File: src/rtl/forwarding_hazard_unit.sv
// Forwarding and load-use hazard unit for a 5-stage MIPS/DLX pipeline.
// It keeps a private shadow of the destination register and RegWrite for the
// MEM and WB stages. From the ID-stage sources it produces two things:
// registered EX operand selects, and a combinational one-bubble load-use stall.
module forwarding_hazard_unit #(
    parameter int REG_W = 5,
    parameter int CNT_W = 16
) (
    input  logic             clk,
    input  logic             reset,
    input  logic             id_valid,
    input  logic [REG_W-1:0] id_rs,
    input  logic [REG_W-1:0] id_rt,
    input  logic             id_uses_rt,
    input  logic [REG_W-1:0] ex_WB_register,
    input  logic             ex_reg_write,
    input  logic             ex_mem_read,
    output logic [1:0]       sel_a_forwarding,
    output logic [1:0]       sel_b_forwarding,
    output logic             stall,
    output logic             flush_ex,
    output logic [CNT_W-1:0] stall_count
);

    // Select encodings seen by the EX-stage operand muxes.
    localparam logic [1:0] SEL_BUS   = 2'b00;
    localparam logic [1:0] SEL_EXMEM = 2'b01;
    localparam logic [1:0] SEL_MEMWB = 2'b10;

    localparam logic [REG_W-1:0] REG_ZERO = {REG_W{1'b0}};
    localparam logic [CNT_W-1:0] CNT_MAX  = {CNT_W{1'b1}};
    localparam logic [CNT_W-1:0] CNT_ONE  = {{(CNT_W-1){1'b0}}, 1'b1};

    logic [REG_W-1:0] mem_dest_r;
    logic             mem_rw_r;
    logic [REG_W-1:0] wb_dest_r;
    logic             wb_rw_r;
    logic [1:0]       sel_a_r;
    logic [1:0]       sel_b_r;
    logic [CNT_W-1:0] stall_count_r;

    logic             stall_s;
    logic [1:0]       sel_a_nxt_s;
    logic [1:0]       sel_b_nxt_s;

    // Pick the operand source for one ID-stage register read.
    // The newest producer wins. A WB-stage producer is deliberately not
    // forwarded, because the register file writes in the first half-cycle
    // and reads in the second, so the bus already carries that value.
    function automatic logic [1:0] fwd_sel(
        input logic             src_used,
        input logic [REG_W-1:0] src,
        input logic             hazard,
        input logic [REG_W-1:0] ex_dest,
        input logic             ex_rw,
        input logic [REG_W-1:0] mem_dest,
        input logic             mem_rw,
        input logic [REG_W-1:0] wb_dest,
        input logic             wb_rw
    );
        logic [1:0] sel;
        sel = SEL_BUS;
        if (!src_used || hazard || (src == REG_ZERO)) begin
            sel = SEL_BUS;
        end else if (ex_rw && (ex_dest == src)) begin
            sel = SEL_EXMEM;
        end else if (mem_rw && (mem_dest == src)) begin
            sel = SEL_MEMWB;
        end else if (wb_rw && (wb_dest == src)) begin
            sel = SEL_BUS;
        end else begin
            sel = SEL_BUS;
        end
        return sel;
    endfunction

    // Detect a load-use hazard and compute the next selects.
    // An instruction that will be held in ID receives no forwarding this cycle.
    always_comb begin
        stall_s     = 1'b0;
        sel_a_nxt_s = SEL_BUS;
        sel_b_nxt_s = SEL_BUS;
        if (id_valid && ex_mem_read && ex_reg_write && (ex_WB_register != REG_ZERO) &&
            ((ex_WB_register == id_rs) || (id_uses_rt && (ex_WB_register == id_rt)))) begin
            stall_s = 1'b1;
        end else begin
            stall_s = 1'b0;
        end
        sel_a_nxt_s = fwd_sel(id_valid, id_rs, stall_s, ex_WB_register, ex_reg_write,
                              mem_dest_r, mem_rw_r, wb_dest_r, wb_rw_r);
        sel_b_nxt_s = fwd_sel(id_valid && id_uses_rt, id_rt, stall_s, ex_WB_register,
                              ex_reg_write, mem_dest_r, mem_rw_r, wb_dest_r, wb_rw_r);
    end

    // Advance the destination shadows and register the selects and stall count.
    // The shadows advance even while stalled, because the ID/EX bubble keeps moving.
    always_ff @(posedge clk) begin
        if (reset) begin
            mem_dest_r    <= REG_ZERO;
            mem_rw_r      <= 1'b0;
            wb_dest_r     <= REG_ZERO;
            wb_rw_r       <= 1'b0;
            sel_a_r       <= SEL_BUS;
            sel_b_r       <= SEL_BUS;
            stall_count_r <= {CNT_W{1'b0}};
        end else begin
            mem_dest_r <= ex_WB_register;
            mem_rw_r   <= ex_reg_write;
            wb_dest_r  <= mem_dest_r;
            wb_rw_r    <= mem_rw_r;
            sel_a_r    <= sel_a_nxt_s;
            sel_b_r    <= sel_b_nxt_s;
            if (stall_s && (stall_count_r != CNT_MAX)) begin
                stall_count_r <= stall_count_r + CNT_ONE;
            end else begin
                stall_count_r <= stall_count_r;
            end
        end
    end

    assign sel_a_forwarding = sel_a_r;
    assign sel_b_forwarding = sel_b_r;
    assign stall            = stall_s;
    assign flush_ex         = stall_s;
    assign stall_count      = stall_count_r;

endmodule

File: config.mk
export PLATFORM = sky130hd
export DESIGN_NAME = forwarding_hazard_unit
export DESIGN_NICKNAME = d
export VERILOG_FILES = /design/src/rtl/forwarding_hazard_unit.sv
export SDC_FILE = /design/constraint.sdc
export NUM_CORES = 1
export LEC_CHECK = 0
export ABC_AREA = 1
export BUFFER_PORTS_ARGS = -buffer_cell sky130_fd_sc_hd__buf_2
export CORE_ASPECT_RATIO = 0.75
export CORE_UTILIZATION = 57
export DETAILED_ROUTE_END_ITERATION = 7
export PLACE_DENSITY_LB_ADDON = 0.1
export SLEW_MARGIN = 20
export SYNTH_ARGS = -nofsm -noshare
export SYNTH_HDL_FRONTEND = slang
export SYNTH_SLANG_ARGS = --single-unit
File: constraint.sdc
create_clock -name clk -period 2.27 [get_ports clk]
set_input_delay 0.454 -clock clk [delete_from_list [all_inputs] [get_ports clk]]
set_output_delay 0.454 -clock clk [all_outputs]
set_load 0.05 [all_outputs]
==> impl_metrics.json <==
{
  "outcome": "complete, no violations",
  "groute.usage.overall": 0.302,
  "globalplace.congestion": 0.930,
  "cts_buffer_depth": 2,
  "seq_area_frac_synth": 0.304,
  "drc": 0,
  "final_nets": 316,
  "drive_gt1_frac": 0.256,
  "wl_mm": 4.39,
  "fin_skew_ps": 4.07,
  "n_antenna_cell": 0,
  "end_kind": "primary output",
  "synth_top_area_cell": "dfxtp_1",
  "via_per_inst": 5.58,
  "netlist_top_cells_count": "nand2_1 (62), nor2_1 (31), inv_1 (28), nand4_1 (28), dfxtp_1 (26)",
  "drt_pass1_iterations": 4,
  "grt_max_degree": 20,
  "routedWlPerCell_um": 13.4,
  "crit_top_cell": "nand2_1",
  "netlist-cell-type-count": 31,
  "clkTransAtPathRegs_ps": 90,
  "grt_pass1_vias": 1589,
  "crit_family": "simple AND/OR/NAND/NOR gates",
  "cts-hold-fix-buffers": 0,
  "row_count": 16,
  "syn_nets": 273,
  "first_iter_violations": 160,
  "yosys_warnings": 0,
  "crit_type": "in -> out",
  "synth.most_common_cell": "nand2_1",
  "grt_first_pass_wirelength_mm": 7.42,
  "antenna_found_initial": 0,
  "synth-async-reset-ratio": 0,
  "maxCapViolations": 0,
  "htree_levels": 1,
  "overflow": 0,
  "area_growth_pct": 17.4,
  "die_area_um2": 3230,
  "crit_buf_inv": 4,
  "hold_slack_ps": 430,
  "synth_top_area_frac": 0.304,
  "dp.final_hpwl_mm": 3.37,
  "fin_crit_sh": 0.922,
  "io_pins": 43,
  "synth-seq-cells": 26,
  "start_kind": "input pin",
  "start_util": 0.630,
  "p_leak_nw": 0.942,
  "num_vias": 1837,
  "clock_sink_count": 26,
  "critical_path.slowest_cell": "buf_2",
  "tns_ps": 0,
  "finalCriticalPeriod_ps": 2090,
  "syn_area_per_cell_um2": 6.83,
  "cts_root_buf": "clkbuf_8",
  "die_w_um": 65.3,
  "tightest_slew_ps": 608,
  "crit_fanout": 3,
  "cts_tree": "yes",
  "required_ps": 1820,
  "post_cts_buffers": 0,
  "crit_path_max_incr_delay_ps": 250,
  "synth_edf_count": 0,
  "min_path_type": "in -> reg",
  "pwr_density_cell_nw_per_um2": 485,
  "die_h_um": 49.5,
  "maxSlewHeadroom": 0.591,
  "cts_resized": 0,
  "ant_nets": 0,
  "rsz0062_at_grt": "false",
  "cp_cell_sequence": "buf_2, inv_1, nand2_1, nand2_1, nor2_1, nand4_1, nand2_2, nand2_1, inv_1, buf_2",
  "setup_viol": 0,
  "insertion_delay_ps": 280,
  "synth_area_leaders": "dfxtp_1 (30%), nand2_1 (14%), nand4_1 (10%), nor2_1 (6.8%), inv_1 (6.1%)",
  "ir_drop_mv": 0.446,
  "synth_ff_type": "dfxtp_1",
  "cp.arrival_ps": 1640,
  "core_region_area_um2": 2720,
  "netlist_area_um2": 1710,
  "slew_violations": 0,
  "cts_buffers": 3,
  "finalHoldViolations": 0,
  "clock.fmax_ghz": 0.478,
  "port_buffers": 42,
  "synthCells": 251
}
[layout make-up]
class | instances | area, µm²
Clock buffer | 3 | 41.3
Clock inverter | 1 | 30.0
Fill cell | 235 | 711
Inverter | 30 | 113
Multi-Input combinational cell | 188 | 1030
Sequential cell | 26 | 520
Tap cell | 36 | 45.0
Timing Repair Buffer | 45 | 233
[layout by cell type (no fill, tap or decap), types with 2 or more instances in the layout]
cell,n
nor3_1,2
nand2_4,2
nand3_1,10
a21oi_2,8
clkbuf_8,3
xnor2_1,7
nand2_1,62
nand2_2,10
nand4_1,28
xor2_1,8
inv_1,28
dfxtp_1,26
nor2_1,31
a21oi_1,7
nor2_4,2
buf_2,42
buf_4,3
[worst min-delay path, delay by kind of cell]
family	cells	cell delay, ps
buf+inv	2	180
simple gates	1	40
[cell families after synthesis]
family / Yosys count / share of synthesized area
AOI/OAI and AO/OA: 20 / 0.0818
xor gates and xnor gates: 15 / 0.0766
adders and majority gates: 1 / 0.00730
buffers and inverters: 37 / 0.0956
DFF: 26 / 0.304
and+or+nand+nor: 152 / 0.435
[stage by stage]
step / power (mW) / instances / instance area, µm² / utilization / setup slack (ps)
after floorplan: 0.544 / 251 / 1710 / - / 124
after global placement: 0.591 / 325 / 1940 / 0.713 / 242
after detailed placement: 0.591 / 325 / 1940 / 0.713 / 212
after CTS: 0.978 / 329 / 2010 / 0.739 / 208
after global routing: 1.01 / 329 / 2010 / 0.739 / 50.9
final: 0.976 / 329 / 2010 / 0.739 / 176
[sequential cells by signal, indices dropped and copies added, names as in the netlist]
signal	cells
mem_dest_r	5
mem_rw_r	1
sel_b_forwarding	2
stall_count	16
sel_a_forwarding	2
[power by group]
part           internal (mW)  switching [mW]
Sequential             0.462         0.00478
Combinational         0.0416          0.0752
Clock                  0.236           0.156
Total                  0.740           0.236
[routing by layer]
| metal | up-vias | part of all wire | global-route usage |
|---|---|---|---|
| met3 | 4 | 0.087 | 0.0718 |
| met2 | 74 | 0.42 | 0.457 |
| met5 | - | 0 | 0 |
| met1 | 857 | 0.48 | 0.434 |
| li1 | 902 | - | - |
| met4 | 0 | 0.0087 | 0.0616 |
[final timing paths]
path              slack (ps)                           end                         start  cells past startpoint
setup reg to reg         400   stall_count[0]$_SDFFE_PP0P_   stall_count[0]$_SDFFE_PP0P_                     10
hold / removal           430           mem_rw_r$_SDFF_PP0_                  ex_reg_write                      3
hold reg to reg          510  stall_count[15]$_SDFFE_PP0P_  stall_count[15]$_SDFFE_PP0P_                      2
setup / recovery         180                         stall             ex_WB_register[3]                     10
Note: power is estimated with default switching activity, not from simulation.
